## config.mk

```make
export PLATFORM = sky130hd
export DESIGN_NAME = sn_unpack_flat
export DESIGN_NICKNAME = d
export VERILOG_FILES = /design/src/rtl/sn_pkg.sv /design/src/rtl/sn_unpack_if.sv /design/src/rtl/sn_blkfifo.sv /design/src/rtl/sn_unpack.sv /design/src/flat_wrapper.sv
export SDC_FILE = /design/constraint.sdc
export NUM_CORES = 2
export LEC_CHECK = 0
export CAP_MARGIN = 20
export CORE_MARGIN = 5
export CORE_UTILIZATION = 45
export CTS_BUF_LIST = sky130_fd_sc_hd__clkbuf_16
export CTS_CLUSTER_DIAMETER = 100
export DETAILED_ROUTE_END_ITERATION = 12
export PLACE_DENSITY_LB_ADDON = 0.08
export SLEW_MARGIN = 40
export SYNTH_ARGS = -nofsm -noshare
export SYNTH_HDL_FRONTEND = slang
export SYNTH_SLANG_ARGS = --single-unit
```

## constraint.sdc

```tcl
create_clock -name CLK -period 32.1 [get_ports CLK]
set_clock_uncertainty 0.05 [all_clocks]
set_input_delay 6.42 -clock CLK [delete_from_list [all_inputs] [get_ports CLK]]
set_output_delay 6.42 -clock CLK [all_outputs]
set_load 0.01 [all_outputs]
```

## src/rtl/sn_pkg.sv

```systemverilog
`default_nettype none
// ============================================================================
//  Module      : sn_pkg
//  Description : Shared definitions for the sorting-network output side.
//                Provides default geometry, the block-width constant, the
//                record-slice helper and the drain-state encoding.
//  Revision    : 1.0 - initial release
// ============================================================================
package sn_pkg;

  // Default geometry of the sorting network.
  localparam int SN_P_LOG_DEF    = 4;
  localparam int SN_DATW_DEF     = 64;
  localparam int SN_KEYW_DEF     = 32;
  localparam int SN_FIFO_LOG_DEF = 2;

  // A block is 2^P_LOG records laid side by side on one wide word.
  localparam int SN_BLKW_DEF = SN_DATW_DEF << SN_P_LOG_DEF;

  // Drain engine: IDLE holds no head block, DRAIN walks its lanes.
  typedef enum logic [0:0] {
    ST_IDLE  = 1'b0,
    ST_DRAIN = 1'b1
  } sn_drain_e;

  // Width of one whole block in bits.
  function automatic int sn_blk_width(input int datw, input int p_log);
    return datw << p_log;
  endfunction

  // Least-significant bit of record 'rec' within a block word.
  function automatic int sn_rec_lsb(input int datw, input int rec);
    return datw * rec;
  endfunction

endpackage : sn_pkg
`default_nettype wire

```

## src/rtl/sn_unpack_if.sv

```systemverilog
`default_nettype none
// ============================================================================
//  Module      : sn_unpack_if
//  Description : Bundle of the sorted-block input bus and the record-stream
//                output of sn_unpack.
//                DIN/DINEN : block word and its one-cycle strobe (no ready)
//                DOT/DOTEN/RDY/DLAST/DIDX : record stream, valid/ready
//                OVF/FCNT  : sticky drop flag and buffered-block count
//                slave  modport : the unpacker itself
//                master modport : network + downstream side
//  Revision    : 1.0 - initial release
// ============================================================================
interface sn_unpack_if
  import sn_pkg::*;
#(
  parameter int P_LOG    = SN_P_LOG_DEF,
  parameter int DATW     = SN_DATW_DEF,
  parameter int FIFO_LOG = SN_FIFO_LOG_DEF
);

  logic [(DATW<<P_LOG)-1:0] DIN;
  logic                     DINEN;
  logic [DATW-1:0]          DOT;
  logic                     DOTEN;
  logic                     RDY;
  logic                     DLAST;
  logic [P_LOG-1:0]         DIDX;
  logic                     OVF;
  logic [FIFO_LOG:0]        FCNT;

  modport slave (
    input  DIN, DINEN, RDY,
    output DOT, DOTEN, DLAST, DIDX, OVF, FCNT
  );

  modport master (
    output DIN, DINEN, RDY,
    input  DOT, DOTEN, DLAST, DIDX, OVF, FCNT
  );

endinterface : sn_unpack_if
`default_nettype wire

```

## src/rtl/sn_blkfifo.sv

```systemverilog
`default_nettype none
// ============================================================================
//  Module      : sn_blkfifo
//  Description : Block FIFO of WIDTH-bit entries, 2^DEPTH_LOG deep, with
//                full/empty/count status and a combinational head output.
//                clk_i/rst_n_i : clock, async active-low reset
//                push_i/wdata_i: write enable and data (caller guarantees
//                                push only when not full or popping)
//                pop_i         : retire the head entry
//                rdata_o       : head entry
//                full_o/empty_o/count_o : occupancy status
//  Revision    : 1.0 - initial release
// ============================================================================
module sn_blkfifo
  import sn_pkg::*;
#(
  parameter int WIDTH     = SN_BLKW_DEF,
  parameter int DEPTH_LOG = SN_FIFO_LOG_DEF
) (
  input  wire logic                 clk_i,
  input  wire logic                 rst_n_i,
  input  wire logic                 push_i,
  input  wire logic [WIDTH-1:0]     wdata_i,
  input  wire logic                 pop_i,
  output logic      [WIDTH-1:0]     rdata_o,
  output logic                      full_o,
  output logic                      empty_o,
  output logic      [DEPTH_LOG:0]   count_o
);

  localparam int                   DEPTH   = 1 << DEPTH_LOG;
  localparam logic [DEPTH_LOG-1:0] PTR_ONE = 1;
  localparam logic [DEPTH_LOG:0]   CNT_ONE = 1;
  localparam logic [DEPTH_LOG:0]   CNT_MAX = DEPTH[DEPTH_LOG:0];

  logic [WIDTH-1:0]     mem_q [DEPTH];
  logic [DEPTH_LOG-1:0] wptr_q, wptr_d;
  logic [DEPTH_LOG-1:0] rptr_q, rptr_d;
  logic [DEPTH_LOG:0]   cnt_q,  cnt_d;

  // Storage carries no reset; its contents are meaningless until written.
  always_ff @(posedge clk_i) begin
    if (push_i) begin
      mem_q[wptr_q] <= wdata_i;
    end
  end

  always_comb begin
    wptr_d = wptr_q;
    rptr_d = rptr_q;
    cnt_d  = cnt_q;
    if (push_i) begin
      wptr_d = wptr_q + PTR_ONE;
    end
    if (pop_i) begin
      rptr_d = rptr_q + PTR_ONE;
    end
    if (push_i && !pop_i) begin
      cnt_d = cnt_q + CNT_ONE;
    end else if (pop_i && !push_i) begin
      cnt_d = cnt_q - CNT_ONE;
    end
  end

  always_ff @(posedge clk_i or negedge rst_n_i) begin
    if (!rst_n_i) begin
      wptr_q <= '0;
      rptr_q <= '0;
      cnt_q  <= '0;
    end else begin
      wptr_q <= wptr_d;
      rptr_q <= rptr_d;
      cnt_q  <= cnt_d;
    end
  end

  // When full and popping, the write lands in the slot being read; the
  // read sees the old contents because the write only takes effect at the edge.
  assign rdata_o = mem_q[rptr_q];
  assign full_o  = (cnt_q == CNT_MAX);
  assign empty_o = (cnt_q == '0);
  assign count_o = cnt_q;

endmodule : sn_blkfifo
`default_nettype wire

```

## src/rtl/sn_unpack.sv

```systemverilog
`default_nettype none
// ============================================================================
//  Module      : sn_unpack
//  Description : Receiving end of the sorting network. Buffers whole sorted
//                blocks in a block FIFO and streams their records out one per
//                cycle, lane 0 first, on a valid/ready interface. Blocks that
//                arrive while the FIFO is full are dropped and flagged.
//                CLK   : clock, rising edge
//                RST_X : async active-low reset
//                bus   : DIN/DINEN in, DOT/DOTEN/RDY/DLAST/DIDX out stream,
//                        OVF sticky drop flag, FCNT buffered-block count
//  Revision    : 1.0 - initial release
// ============================================================================
module sn_unpack
  import sn_pkg::*;
#(
  parameter int P_LOG    = SN_P_LOG_DEF,
  parameter int DATW     = SN_DATW_DEF,
  parameter int KEYW     = SN_KEYW_DEF,
  parameter int FIFO_LOG = SN_FIFO_LOG_DEF
) (
  input  wire logic  CLK,
  input  wire logic  RST_X,
  sn_unpack_if.slave bus
);

  localparam int               BLKW     = sn_blk_width(DATW, P_LOG);
  localparam int               NLANE    = 1 << P_LOG;
  localparam logic [P_LOG-1:0] LANE_ONE = 1;
  localparam logic [P_LOG-1:0] LANE_MAX = '1;
  localparam logic [FIFO_LOG:0] CNT_ONE = 1;

  // The key field is carried inside the record untouched; it only has to fit.
  if (KEYW < 1 || KEYW > DATW) begin : g_keyw_bad
    $error("sn_unpack: KEYW must lie in 1..DATW");
  end

  // --------------------------------------------------------------------------
  // Block FIFO
  // --------------------------------------------------------------------------
  logic [BLKW-1:0]   w_head;
  logic              w_full;
  logic              w_empty;
  logic [FIFO_LOG:0] w_fcnt;
  logic              w_push;
  logic              w_pop;

  sn_blkfifo #(
    .WIDTH     (BLKW),
    .DEPTH_LOG (FIFO_LOG)
  ) u_fifo (
    .clk_i   (CLK),
    .rst_n_i (RST_X),
    .push_i  (w_push),
    .wdata_i (bus.DIN),
    .pop_i   (w_pop),
    .rdata_o (w_head),
    .full_o  (w_full),
    .empty_o (w_empty),
    .count_o (w_fcnt)
  );

  // --------------------------------------------------------------------------
  // Lane mux: split the head block into its records
  // --------------------------------------------------------------------------
  logic [DATW-1:0] w_lanes [NLANE];

  for (genvar g = 0; g < NLANE; g++) begin : g_lane
    assign w_lanes[g] = w_head[sn_rec_lsb(DATW, g) +: DATW];
  end

  // --------------------------------------------------------------------------
  // Drain engine state
  // --------------------------------------------------------------------------
  sn_drain_e         state_q, state_d;
  logic [P_LOG-1:0]  lane_q,  lane_d;
  logic [DATW-1:0]   dot_q,   dot_d;
  logic              doten_q, doten_d;
  logic              dlast_q, dlast_d;
  logic [P_LOG-1:0]  didx_q,  didx_d;
  logic              ovf_q,   ovf_d;

  logic              w_avail;
  logic              w_slot_free;
  logic              w_load;
  logic              w_last_lane;
  logic              w_head_stays;

  // The output register is a one-entry pipeline stage: it may refill
  // whenever it is empty or its current record is being taken.
  assign w_avail     = (state_q == ST_DRAIN);
  assign w_slot_free = !doten_q || bus.RDY;
  assign w_load      = w_slot_free && w_avail;
  assign w_last_lane = (lane_q == LANE_MAX);

  // The head block stays in the FIFO until its last lane is loaded.
  assign w_pop  = w_load && w_last_lane;
  // A full FIFO still takes a block when the head retires on the same edge.
  assign w_push = bus.DINEN && (!w_full || w_pop);

  // Some block remains at the head after this edge, ignoring a new push.
  assign w_head_stays = !w_empty && !(w_pop && (w_fcnt == CNT_ONE));

  always_comb begin
    state_d = state_q;
    lane_d  = lane_q;
    dot_d   = dot_q;
    doten_d = doten_q;
    dlast_d = dlast_q;
    didx_d  = didx_q;
    ovf_d   = ovf_q;

    state_d = (w_push || w_head_stays) ? ST_DRAIN : ST_IDLE;

    if (bus.DINEN && !w_push) begin
      ovf_d = 1'b1;
    end

    if (w_load) begin
      dot_d   = w_lanes[lane_q];
      didx_d  = lane_q;
      dlast_d = w_last_lane;
      doten_d = 1'b1;
      // Wraps to 0 naturally after the last lane.
      lane_d  = lane_q + LANE_ONE;
    end else if (w_slot_free) begin
      doten_d = 1'b0;
    end
  end

  always_ff @(posedge CLK or negedge RST_X) begin
    if (!RST_X) begin
      state_q <= ST_IDLE;
      lane_q  <= '0;
      dot_q   <= '0;
      doten_q <= 1'b0;
      dlast_q <= 1'b0;
      didx_q  <= '0;
      ovf_q   <= 1'b0;
    end else begin
      state_q <= state_d;
      lane_q  <= lane_d;
      dot_q   <= dot_d;
      doten_q <= doten_d;
      dlast_q <= dlast_d;
      didx_q  <= didx_d;
      ovf_q   <= ovf_d;
    end
  end

  assign bus.DOT   = dot_q;
  assign bus.DOTEN = doten_q;
  assign bus.DLAST = dlast_q;
  assign bus.DIDX  = didx_q;
  assign bus.OVF   = ovf_q;
  assign bus.FCNT  = w_fcnt;

endmodule : sn_unpack
`default_nettype wire

```

## src/flat_wrapper.sv

```systemverilog
// flat-port wrapper written by rule: the top's interface ports become plain ports
module sn_unpack_flat import sn_pkg::*;
#(
  parameter int P_LOG    = SN_P_LOG_DEF,
  parameter int DATW     = SN_DATW_DEF,
  parameter int KEYW     = SN_KEYW_DEF,
  parameter int FIFO_LOG = SN_FIFO_LOG_DEF
)
  (CLK, RST_X, bus_DIN, bus_DINEN, bus_RDY, bus_DOT, bus_DOTEN, bus_DLAST, bus_DIDX, bus_OVF, bus_FCNT);
  sn_unpack_if #(.P_LOG(P_LOG), .DATW(DATW), .FIFO_LOG(FIFO_LOG)) bus_i ();
  input  wire logic CLK;
  input  wire logic RST_X;
  input wire logic [$bits(bus_i.DIN)-1:0] bus_DIN;
  input wire logic [$bits(bus_i.DINEN)-1:0] bus_DINEN;
  input wire logic [$bits(bus_i.RDY)-1:0] bus_RDY;
  output wire logic [$bits(bus_i.DOT)-1:0] bus_DOT;
  output wire logic [$bits(bus_i.DOTEN)-1:0] bus_DOTEN;
  output wire logic [$bits(bus_i.DLAST)-1:0] bus_DLAST;
  output wire logic [$bits(bus_i.DIDX)-1:0] bus_DIDX;
  output wire logic [$bits(bus_i.OVF)-1:0] bus_OVF;
  output wire logic [$bits(bus_i.FCNT)-1:0] bus_FCNT;
  assign bus_i.DIN = bus_DIN;
  assign bus_i.DINEN = bus_DINEN;
  assign bus_i.RDY = bus_RDY;
  assign bus_DOT = bus_i.DOT;
  assign bus_DOTEN = bus_i.DOTEN;
  assign bus_DLAST = bus_i.DLAST;
  assign bus_DIDX = bus_i.DIDX;
  assign bus_OVF = bus_i.OVF;
  assign bus_FCNT = bus_i.FCNT;
  sn_unpack #(.P_LOG(P_LOG), .DATW(DATW), .KEYW(KEYW), .FIFO_LOG(FIFO_LOG)) u_core (.CLK(CLK), .RST_X(RST_X), .bus(bus_i));
endmodule
```

* Yosys cells after proc, flatten, opt, wreduce, memory -nomap -nowiden
Memories as Yosys holds them, arrays and structs flattened.
Cells that the tools add are included.
** Word-level totals
- Latch bits :: 0
- Output and inout port bits :: 74
- Memory bits (read-only) :: 0
- Register bits :: 83
- Logic and storage cells :: 51
- Bits in writable memories :: 4096
- Input port bits :: 1028
- Memories kept :: 1
** Memory list
- u_core.u_fifo.mem_q :: depth 4, bits a word 1024, rd ports 1, clocked after memory_dff 0, wr ports 1, RTL line sn_blkfifo.sv:36 : logic [WIDTH-1:0] mem_q [DEPTH];
** Cells by class
- Bitwise operators :: 1
- Muxes and demuxes :: 10
- Equal/unequal tests :: 3
- $lt $le $gt $ge :: 1
- Multipliers :: 0
- Shift operators :: 0
- Reduce and logical (&&, ||, !) cells :: 20
- Add/subtract/negate cells :: 5
- Div/mod/pow operators :: 0
** Operators with widths (count)
- $bmux W64 S4 :: 1
- $mux W64 :: 2
- $logic_and A1 B1 Y1 :: 8
- $logic_not A1 Y1 :: 6
- $mux W3 :: 2
- $ge A5 B5 Y1 const B :: 1
- $mux W1 :: 5
- $not A4 Y5 :: 1
- $add A2 B1 Y2 const B :: 2
- $add A4 B1 Y4 const B :: 1
- $eq A4 B4 Y1 const B :: 1
- $reduce_bool A2 Y1 :: 2
- $add A3 B1 Y3 const B :: 1
- $eq A3 B1 Y1 const B :: 1
- $eq A3 B3 Y1 const B :: 1
- $logic_not A3 Y1 :: 1
- $logic_or A1 B1 Y1 :: 3
- $sub A3 B1 Y3 const B :: 1

* Depth between registers and ports, before layout
- Word-level depth :: 10
- Mapped depth :: 12
- Mapped depth without buffers :: 9

* By module
A second synthesis with hierarchy kept.
** Second synthesis, totals
- Cell total of the unflattened synthesis :: 6389
- Area total of the unflattened synthesis :: 158341.9 µm²
** By module, submodules not included
- sn_blkfifo :: area each 147799.3 µm², sequential area each 123173.1 µm², cells an instance 5382, instances 1
- sn_unpack :: area each 10542.6 µm², sequential area each 1901.8 µm², cells an instance 1007, instances 1

* Worst setup path after synthesis
Ideal clock, no wire load.
- Path kind :: input-to-reg
- Start :: input port bus_RDY
- End :: memory u_core.u_fifo.mem_q[2][0] (netlist name) (enable)
- Required time :: 30518 ps
- Path buffers :: 0
- Data arrival time :: 30446 ps
- Cell stages on the path :: 6
- Path slack :: 73 ps
- Library setup time :: 1532 ps
- Cell sequence :: nand2b_1 > and2_1 > and3_1 > inv_1 > a31oi_1 > and2_1
** Between the ends
- Word-level cells in the longest chain between the ends :: 7
** Ends and longest elaborated chain
- start: declaration :: RTL line flat_wrapper.sv:15 : input wire logic [$bits(bus_i.RDY)-1:0] bus_RDY;
- $logic_or A1 B1 Y1 :: RTL line sn_unpack.sv:92 : assign w_slot_free = !doten_q || bus.RDY;
- $logic_and A1 B1 Y1 :: RTL line sn_unpack.sv:93 : assign w_load = w_slot_free && w_avail;
- $logic_and A1 B1 Y1 :: RTL line sn_unpack.sv:97 : assign w_pop = w_load && w_last_lane;
- $logic_or A1 B1 Y1 :: RTL line sn_unpack.sv:99 : assign w_push = bus.DINEN && (!w_full || w_pop);
- $logic_and A1 B1 Y1 :: RTL line sn_unpack.sv:99
- named net u_core.u_fifo.push_i :: RTL line sn_blkfifo.sv:22 : input wire logic push_i,
- $mux W1 :: RTL line sn_blkfifo.sv:43 : if (push_i) begin
- $mux W1 (not written as such) :: RTL line sn_blkfifo.sv:44 : mem_q[wptr_q] <= wdata_i;
- end: declaration :: RTL line sn_blkfifo.sv:36
The timed path passes the listed nets, and every way through them passes these cells.

* Worst setup path in the final report
- Start :: input port bus_RDY
- End :: memory u_core.u_fifo.mem_q[0][769] (netlist name) (enable)
The elaborated chain is that of the path after synthesis.

==> flow_metrics.py <==
metrics = {
    "synthesis": {
        "yosys.area_share.simple": 0.00672,
        "synth_seq_cells": 4179,
        "ys_warn_count": 0,
        "async_reset_ff_frac": 0.0199,
        "ys.flop_type": "edfxtp_1",
        "avgSynthCellArea_um2": 23.5,
        "synth_mux_area_frac": 0.166,
        "synth_top_family_by_area": "multiplexers",
        "synthCells": 6742,
        "synth_xor_area_frac": 0.000497,
        "netlist_area_um2": 159000,
        "synth_top_area_frac": 0.776,
        "synth_edf_count": 4096,
        "ys_types": 57,
        "synth_common_cells": "edfxtp_1 (4096), mux4_2 (969), mux2i_1 (299)",
        "synth_compound_area_frac": 0.0246,
        "ys_seq_area_frac": 0.789,
        "yosysTopAreaCell": "edfxtp_1",
        "yosysMostFrequentCell": "edfxtp_1",
        "synth_nets": 7780,
        "synth_adder_area_share": 0.000789,
        "synth_area_leaders": "edfxtp_1 (78%), mux4_2 (14%), mux2i_1 (1.9%), dfrtp_1 (1.3%), mux2_2 (0.97%)",
    },
    "die": {
        "start_util": 0.451,
        "die_y_um": 604,
        "pin_count": 1102,
        "rows": 218,
        "die_x_um": 604,
        "core_um2": 352000,
        "die-area_um2": 364000,
    },
    "placement": {
        "port_buffers": 1101,
        "routabilityCongestion": 0.799,
        "placed_area_um2": 176000,
        "dp_hpwl_mm": 297,
    },
    "clocking": {
        "clk_path_buf_depth": 4,
        "cts_post_setup_buffers_inserted": 0,
        "cts_buffers": 442,
        "htree_levels": 5,
        "clock_sinks": 4179,
        "clock-root-buffer": "clkbuf_16",
        "clkTransAtPathRegs_ns": 0.06,
        "insertion_delay_ns": 0.98,
        "cts_tree": "built",
        "hold_buffers": 0,
        "cts_resized": 0,
    },
    "drt": {
        "drt-initial-drc-count": 6825,
        "wl_per_cell_um": 34.4,
        "wirelength_mm": 453,
        "route.detailed.drc": 0,
        "vias": 76500,
        "ant_nets": 0,
        "dr.pass1.iters": 5,
        "vias_per_cell": 5.80,
    },
    "worst_setup_path": {
        "start_kind": "input pin",
        "arrival_ns": 11.73,
        "rr_worst_depth": 9,
        "timing.rr.end": "u_core.bus.DOT[12]$_DFFE_PN0P_",
        "r2r_start": "u_core.u_fifo.rptr_q[0]$_DFFE_PN0P_",
        "r2r_setup_slack_ns": 26.16,
        "cp.required_ns": 32.65,
        "worstSetupPathType": "in -> reg",
        "cp-end-kind": "register",
        "cp_max_fo": 111,
    },
    "power_and_ir_drop": {
        "swShare": 0.304,
        "leakage_nw": 60.6,
        "p_int_mw": 12.2,
        "cellPowerDensity_nw_per_um2": 92.0,
        "p_sw_mw": 5.34,
        "seq_power_share": 0.428,
        "combPwrFrac": 0.287,
        "ir_worst_vdd_uv": 58.6,
        "clockPowerShare": 0.285,
    },
    "grt": {
        "grt_max_degree": 122,
        "grt_pass1_wl_mm": 626,
        "track_usage": 0.244,
        "overflow": 0,
        "antenna_found_initial": 357,
        "grt_pass1_vias": 79700,
    },
    "timing": {
        "min_period_ns": 11.18,
        "relSlewSlack": 0.346,
        "worst_slew_pin_slew_ns": 0.980,
        "fmax_mhz": 89.4,
        "finalHoldViolCount": 0,
        "setup_violations": 0,
        "grt_setup_unrepaired": "no",
        "fin_setup_tns_ns": 0,
        "maxSlewViolCount": 0,
        "fin_crit_sh": 0.348,
    },
    "layout": {
        "fill_cells": 26700,
        "syn2layout_area_growth_pct": 20.2,
        "final_nets": 9126,
        "stdcell_area_um2": 191000,
        "postLayoutCoreUtil": 0.541,
        "drive_gt1_frac": 0.233,
    },
    "run": {
        "drv_cap": 0,
    },
    "min_path": {
        "hold_path_class": "reg -> reg",
        "min_to": "u_core.bus.DOT[60]$_DFFE_PN0P_",
        "min_from": "u_core.bus.DOT[60]$_DFFE_PN0P_",
        "hold_path_depth": 1,
    },
    "run_status": {
        "status": "complete, no violations",
    },
}
[cell type report]
class                   count  area, um2  share of cell area
inverters                   9       41.3            0.000217
multi-input cells        2177      31800               0.167
repair buffers           1279      13200              0.0694
clock inverters           361       2940              0.0154
clock buffers             453      11300              0.0595
well taps                4620       5780              0.0303
diodes                    103        258             0.00135
flip-flops and latches   4179     125000               0.657
[layout by cell type (no fill, tap or decap), types with 45 or more instances in the layout]
cell type and n:
o22ai_1 111, clkinv_2 82, edfxtp_1 4096, clkinv_1 96
diode_2 103, clkdlybuf4s50_1 1100, mux4_2 969, o21ai_0 48
bufinv_16 45, nor2_1 72, a22oi_1 78, clkbuf_16 453
buf_6 45, dfrtp_1 77, mux2_2 136, buf_4 83
inv_1 107, mux2i_1 296
[through the flow]
step / power (mW) / worst slack [ns] / cells / hold WS (ns)
after CTS: 17.8 / 21.09 / 13100 / 0.453
after global placement: 12.7 / 19.16 / 12200 / 0.435
after floorplan: 12.0 / 0.0726 / 6742 / 0.453
final: 17.5 / 20.92 / 13200 / 0.448
after detailed placement: 12.8 / 20.03 / 12300 / 0.432
after global routing: 18.3 / 20.83 / 13100 / 0.475
[power by group through the flow]
stage	registers [mW]	clock network [mW]	logic, mW
6_report	7.50	5.00	5.04
5_1_grt	7.57	5.33	5.35
4_1_cts	7.51	5.10	5.21
3_5_place_dp	7.61	0	5.19
3_3_place_gp	7.57	0	5.10
2_1_floorplan	8.86	0	3.11
[worst max-delay path by stage]
stage,from,endpoint,cells after the start
3_3_place_gp,bus_RDY,u_core.u_fifo.mem_q[0][769]$_DFFE_PP_,12
3_5_place_dp,bus_RDY,u_core.u_fifo.mem_q[0][769]$_DFFE_PP_,12
5_1_grt,bus_RDY,u_core.u_fifo.mem_q[0][113]$_DFFE_PP_,12
6_report,bus_RDY,u_core.u_fifo.mem_q[0][769]$_DFFE_PP_,12
2_1_floorplan,bus_RDY,u_core.u_fifo.mem_q[2][0]$_DFFE_PP_,6
4_1_cts,bus_RDY,u_core.u_fifo.mem_q[0][113]$_DFFE_PP_,12
[sequential cells by signal, indices dropped and copies added, names as in the netlist]
name	flops
u_core.u_fifo.mem_q	4096
u_core.bus.DOT	64
u_core.bus.DIDX	4
u_core.lane_q	4
u_core.u_fifo.count_o	3
u_core.u_fifo.rptr_q	2
u_core.u_fifo.wptr_q	2
u_core.bus.DLAST	1
u_core.bus.DOTEN	1
u_core.bus.OVF	1
u_core.state_q	1
[routing by layer]
layer	vias to the layer above	routed length, um	global-route usage	part of all wire
li1	32000	-	-	-
met1	40800	170000	0.301	0.37
met2	2569	236000	0.427	0.52
met3	1020	29000	0.0537	0.064
met4	122	17200	0.0850	0.038
met5	-	725	0	0.0016
[worst max-delay path, cell delays in order]
cell and delay, ns:
clkdlybuf4s50_1 0.45, nand2b_1 0.29, and2_4 0.41, and3_1 0.25, inv_1 0.12, a31oi_1 0.19
buf_4 0.20, and2_4 0.68, buf_6 0.55, buf_12 0.42, buf_12 0.46, buf_6 0.60
[kinds of logic (layout without fill, tap and decap cells)]
logic type,Yosys count,after routing
AO/OA/AOI/OAI,528,528
XOR/XNOR,9,9
adder cells (fa/ha/maj),10,10
buffers and inverters,386,2102
flip-flops,4179,4179
multiplexers,1404,1404
other,0,103
AND/OR/NAND/NOR,226,226
(Power assumes the default switching activity.)
